$ cat src/rtl/fetch_sequencer.sv
// Fetch front end: owns the PC, drives the combinational instruction memory and
// queues fetched {pc, instr} pairs in a small in-order buffer that decode drains.
module fetch_sequencer #(
   parameter logic [63:0] RESET_PC = 64'h0,
   parameter int unsigned DEPTH    = 2
) (
   input  logic        clk,
   input  logic        reset,
   input  logic        start,
   output logic [63:0] imem_pc,
   input  logic [31:0] imem_instr,
   input  logic        imem_inv,
   input  logic        redirect_valid,
   input  logic [63:0] redirect_pc,
   output logic        out_valid,
   input  logic        out_ready,
   output logic [31:0] out_instr,
   output logic [63:0] out_pc,
   output logic        fault,
   output logic [63:0] fault_pc,
   output logic [1:0]  state
);

   // DEPTH is a power of two, so the pointers wrap for free.
   localparam int unsigned PTR_W = $clog2(DEPTH);
   localparam int unsigned CNT_W = PTR_W + 1;

   typedef enum logic [1:0] {
      ST_IDLE  = 2'b00,
      ST_RUN   = 2'b01,
      ST_FAULT = 2'b10
   } state_e;

   state_e           state_q, state_d;
   logic [63:0]      pc_q, pc_d;
   logic             fault_q, fault_d;
   logic [63:0]      fault_pc_q, fault_pc_d;
   logic [PTR_W-1:0] head_q, head_d;
   logic [PTR_W-1:0] tail_q, tail_d;
   logic [CNT_W-1:0] count_q, count_d;

   logic [63:0]      buf_pc_q    [DEPTH];
   logic [31:0]      buf_instr_q [DEPTH];

   logic             full;
   logic             pop;
   logic             fire;

   assign full      = (count_q == CNT_W'(DEPTH));
   assign out_valid = (count_q != '0);
   assign pop       = out_valid && out_ready;
   assign fire      = (state_q == ST_RUN) && !redirect_valid && !imem_inv && (!full || pop);

   // NOTE: combinational blocks use blocking '=' and assign every output a
   // default first, so no path through the block leaves a latch behind.
   always_comb begin
      state_d    = state_q;
      pc_d       = pc_q;
      fault_d    = fault_q;
      fault_pc_d = fault_pc_q;

      if (redirect_valid) begin
         pc_d    = redirect_pc;
         fault_d = 1'b0;
         state_d = ST_RUN;
      end else begin
         unique case (state_q)
            ST_IDLE: begin
               if (start) state_d = ST_RUN;
            end
            ST_RUN: begin
               if (imem_inv) begin
                  fault_d    = 1'b1;
                  fault_pc_d = pc_q;
                  state_d    = ST_FAULT;
               end else if (fire) begin
                  pc_d = pc_q + 64'd4;
               end
            end
            ST_FAULT: ;
            default: state_d = ST_IDLE;
         endcase
      end
   end

   // A redirect flushes the buffer outright; a same-cycle pop is simply absorbed.
   always_comb begin
      head_d  = head_q;
      tail_d  = tail_q;
      count_d = count_q;

      if (redirect_valid) begin
         head_d  = '0;
         tail_d  = '0;
         count_d = '0;
      end else begin
         if (pop)  head_d = head_q + PTR_W'(1);
         if (fire) tail_d = tail_q + PTR_W'(1);
         count_d = count_q + CNT_W'(fire) - CNT_W'(pop);
      end
   end

   // NOTE: sequential state uses non-blocking '<=' so every flop samples the
   // pre-edge value of every other flop regardless of statement order.
   always_ff @(posedge clk) begin
      if (reset) begin
         state_q    <= ST_IDLE;
         pc_q       <= RESET_PC;
         fault_q    <= 1'b0;
         fault_pc_q <= '0;
         head_q     <= '0;
         tail_q     <= '0;
         count_q    <= '0;
      end else begin
         state_q    <= state_d;
         pc_q       <= pc_d;
         fault_q    <= fault_d;
         fault_pc_q <= fault_pc_d;
         head_q     <= head_d;
         tail_q     <= tail_d;
         count_q    <= count_d;
      end
   end

   // NOTE: buffer storage is deliberately not reset; count_q alone decides
   // validity and the outputs below are forced to zero while it is empty.
   always_ff @(posedge clk) begin
      if (fire) begin
         buf_pc_q[tail_q]    <= pc_q;
         buf_instr_q[tail_q] <= imem_instr;
      end
   end

   assign imem_pc   = pc_q;
   assign out_pc    = out_valid ? buf_pc_q[head_q]    : '0;
   assign out_instr = out_valid ? buf_instr_q[head_q] : '0;
   assign fault     = fault_q;
   assign fault_pc  = fault_pc_q;
   assign state     = state_q;

endmodule

$ cat config.mk
export PLATFORM = sky130hd
export DESIGN_NAME = fetch_sequencer
export DESIGN_NICKNAME = d
export VERILOG_FILES = /design/src/rtl/fetch_sequencer.sv
export SDC_FILE = /design/constraint.sdc
export NUM_CORES = 1
export LEC_CHECK = 0
export ABC_AREA = 1
export BUFFER_PORTS_ARGS = -buffer_cell sky130_fd_sc_hd__buf_2
export CAP_MARGIN = 25
export CORE_ASPECT_RATIO = 0.5
export CORE_MARGIN = 2
export CORE_UTILIZATION = 54
export DETAILED_ROUTE_END_ITERATION = 10
export GPL_TIMING_DRIVEN = 0
export PLACE_DENSITY = 0.89
export SETUP_SLACK_MARGIN = 0.1
export SLEW_MARGIN = 0
export SYNTH_ARGS = -nofsm -noshare
export SYNTH_HDL_FRONTEND = slang
export SYNTH_SLANG_ARGS = --single-unit
$ cat constraint.sdc
create_clock -name clk -period 8.1 [get_ports clk]
set_clock_uncertainty 0.1 [all_clocks]
set_input_delay 1.215 -clock clk [delete_from_list [all_inputs] [get_ports clk]]
set_output_delay 1.215 -clock clk [all_outputs]
set_load 0.02 [all_outputs]
==> flow_metrics.env <==
export IMPL_arrival_ns=3.09
export IMPL_cp_cell_sequence="clkbuf_1 -> clkbuf_1 -> clkbuf_1 -> nand2_1 -> a21oi_1 -> buf_2"
export IMPL_initial_core_util=0.5497
export IMPL_clk_pin_slew_ns=0.07
export IMPL_synth_edf_count=192
export IMPL_clk_path_buf_depth=3
export IMPL_ios=330
export IMPL_gp_congestion=0.9976
export IMPL_rows=42
export IMPL_drcViolationCount=0
export IMPL_place_ws_ns=4.307
export IMPL_syn_nets=1784
export IMPL_synth_most_common_cell="nand2_1"
export IMPL_synth_area_leader_cell="edfxtp_1"
export IMPL_p_total_mw=3.645
export IMPL_grt_max_degree=35
export IMPL_grt_setup_unrepaired="false"
export IMPL_grt_util_all_layers=0.3535
export IMPL_cp_max_fo=10
export IMPL_grt_overflow_total=0
export IMPL_ys_flop_type="edfxtp_1"
export IMPL_synth_seq_cells=328
export IMPL_cts_tree="built"
export IMPL_dieWidth_um=236.0
export IMPL_cp_slowest_stage_delay_ns=0.65
export IMPL_crit_buf_inv=4
export IMPL_synth_cell_types=39
export IMPL_die_y_um=120.0
export IMPL_yosys_warnings=0
export IMPL_drtIter0Drc=1800
export IMPL_seq_area_frac_synth=0.5842
export IMPL_status="finished clean"
export IMPL_dp_hpwl_um=37680
export IMPL_grt_use_met3=0.08374
export IMPL_synth_common_cells="nand2_1, nor2_1, a21oi_1"
export IMPL_synthArstFlopShare=0
export IMPL_firstDrtPassIters=6
export IMPL_htree_levels=1
export IMPL_cts_root_buffer="clkbuf_16"
export IMPL_numPlacedInstances=2367
export IMPL_slowest_stage="clkbuf_1"
export IMPL_crit_type="reg -> out"
export IMPL_cpLargestDelayFamily="buffers and inverters"
export IMPL_cts_sinks=328
export IMPL_numCtsBuffers=28
export IMPL_syn_to_final_growth_pct=22.08
export IMPL_drv_slew=0
export IMPL_grt_pass1_vias=13440
export IMPL_antenna_found_initial=2
export IMPL_avgSynthCellArea_sq_um=8.648
export IMPL_power_density_mw_per_mm2=205.5
export IMPL_core_sq_mm=0.02643
export IMPL_post_route_min_period_ns=4.405
export IMPL_worst_pin_slew_ns=0.8215
export IMPL_crit_top_cell="clkbuf_1"
export IMPL_setup_viol=0
export IMPL_synth_cells=1680
export IMPL_grt_pass1_wl_um=75560
export IMPL_worst_slack_ns=3.695
export IMPL_met1_usage=0.4695
export IMPL_synth_area_leaders="edfxtp_1, dfxtp_1, nand2_1"
export IMPL_port_buffers=329
export IMPL_fmax_mhz=227.0
export IMPL_relSlewSlack=0.4523
export IMPL_max_vdd_ir_drop_uv=162.0
export IMPL_use_met2=0.5478
export IMPL_hp_class="reg -> reg"
export IMPL_synthSimpleGateAreaFrac=0.2302
export IMPL_top_usage_layer="met2"
export IMPL_worstSetupStartpointType="register"
export IMPL_synth_adder_area_share=0.001722
export IMPL_hold_violations=0
export IMPL_synth_top_cell_area_share=0.3968
export IMPL_cts_setup_buffers=0
export IMPL_synth_top_family_by_area="simple AND/OR/NAND/NOR gates"
export IMPL_vias_per_cell=5.860
export IMPL_mappedNetlistArea_sq_mm=0.01453
export IMPL_leakage_nw=7.404
export IMPL_cp_required_ns=6.78
export IMPL_fin_cells=2422
export IMPL_drt_total_wl_um=51090
export IMPL_wl_per_cell_um=21.09
export IMPL_cp_end_kind="primary output"
export IMPL_die_area_sq_mm=0.02831
export IMPL_postRouteAntennaNets=0
export IMPL_post_cts_resized=0
export IMPL_final_net_count=2150
export IMPL_num_vias=14190
export IMPL_hold_buffers=0
export IMPL_layout_drive_gt1_share=0.2191
export IMPL_synth_compound_area_frac=0.1287
export IMPL_post_route_period_util=0.5438
export IMPL_clk_latency_ns=0.59
export IMPL_synthXorXnorAreaFrac=0.003617
export IMPL_synthMuxAreaShare=0
export IMPL_cap_violations=0
## power breakdown
group | switching [mW] | internal (mW)
Combinational | 0.235 | 0.107
Clock | 0.645 | 0.770
Sequential | 0.0720 | 1.82
Total | 0.952 | 2.69
## kinds of logic (layout without fill, tap and decap cells)
kind of cell	after synthesis	after routing
AND/OR/NAND/NOR	806	806
AO/OA/AOI/OAI	353	353
flip-flops	328	328
buffers and inverters	185	573
XOR/XNOR	6	6
adder cells (fa/ha/maj)	2	2
other	0	2
## layout by cell type (no fill, tap or decap), types with 52 or more instances in the layout
cell type,instances
a21oi_1,196
edfxtp_1,192
buf_2,352
nand2_1,498
nand3_1,52
inv_1,94
dfxtp_1,136
nor2_1,206
clkbuf_1,53
o21ai_0,110
## metal layers
metal | routed length [um] | vias to the layer above
met5 | 0 | -
met4 | 2945 | 0
met3 | 6457 | 206
met2 | 22270 | 1004
met1 | 19420 | 6641
li1 | - | 6341
## flip-flops by register name (all words and copies together), names as in the netlist, named ones only
| name | flops |
|---|---|
| buf_instr_q | 64 |
| buf_pc_q | 128 |
| count_q | 2 |
| fault | 1 |
| fault_pc | 64 |
| head_q | 1 |
| imem_pc | 64 |
| state | 2 |
| tail_q | 1 |
## final timing paths
path / slack, ns / to / startpoint / cells past startpoint
max: 3.70 / out_instr[7] / register / 6
min: 0.35 / register / head_q$_SDFFE_PP0P_ / 1
max reg2reg: 5.41 / buf_pc_q[1][25]$_DFFE_PP_ / state[0]$_SDFFE_PP0P_ / 10
min reg2reg: 0.35 / register / head_q$_SDFFE_PP0P_ / 1
## stage by stage
step           TNS [ns]  utilization  cell area [sq um]  hold WS, ns
2_1_floorplan         0            -              14530       0.3255
3_3_place_gp    -178.92       0.6286              16620       0.3338
3_5_place_dp          0       0.6343              16770       0.3383
4_1_cts               0       0.6705              17720       0.3476
5_1_grt               0       0.6710              17740       0.3902
6_report              0       0.6710              17740       0.3453
## cell type report
class | count | area, sq um
timing repair buffer | 336 | 1789
clock inverter | 24 | 257.7
antenna | 2 | 5.005
sequential | 328 | 8488
multi-input combinational | 1167 | 5306
clock buffer | 28 | 700.7
tap | 352 | 440.4
buffer | 85 | 374.1
fill | 2059 | 8696
inverter | 100 | 375.4
(Power assumes the default switching activity.)
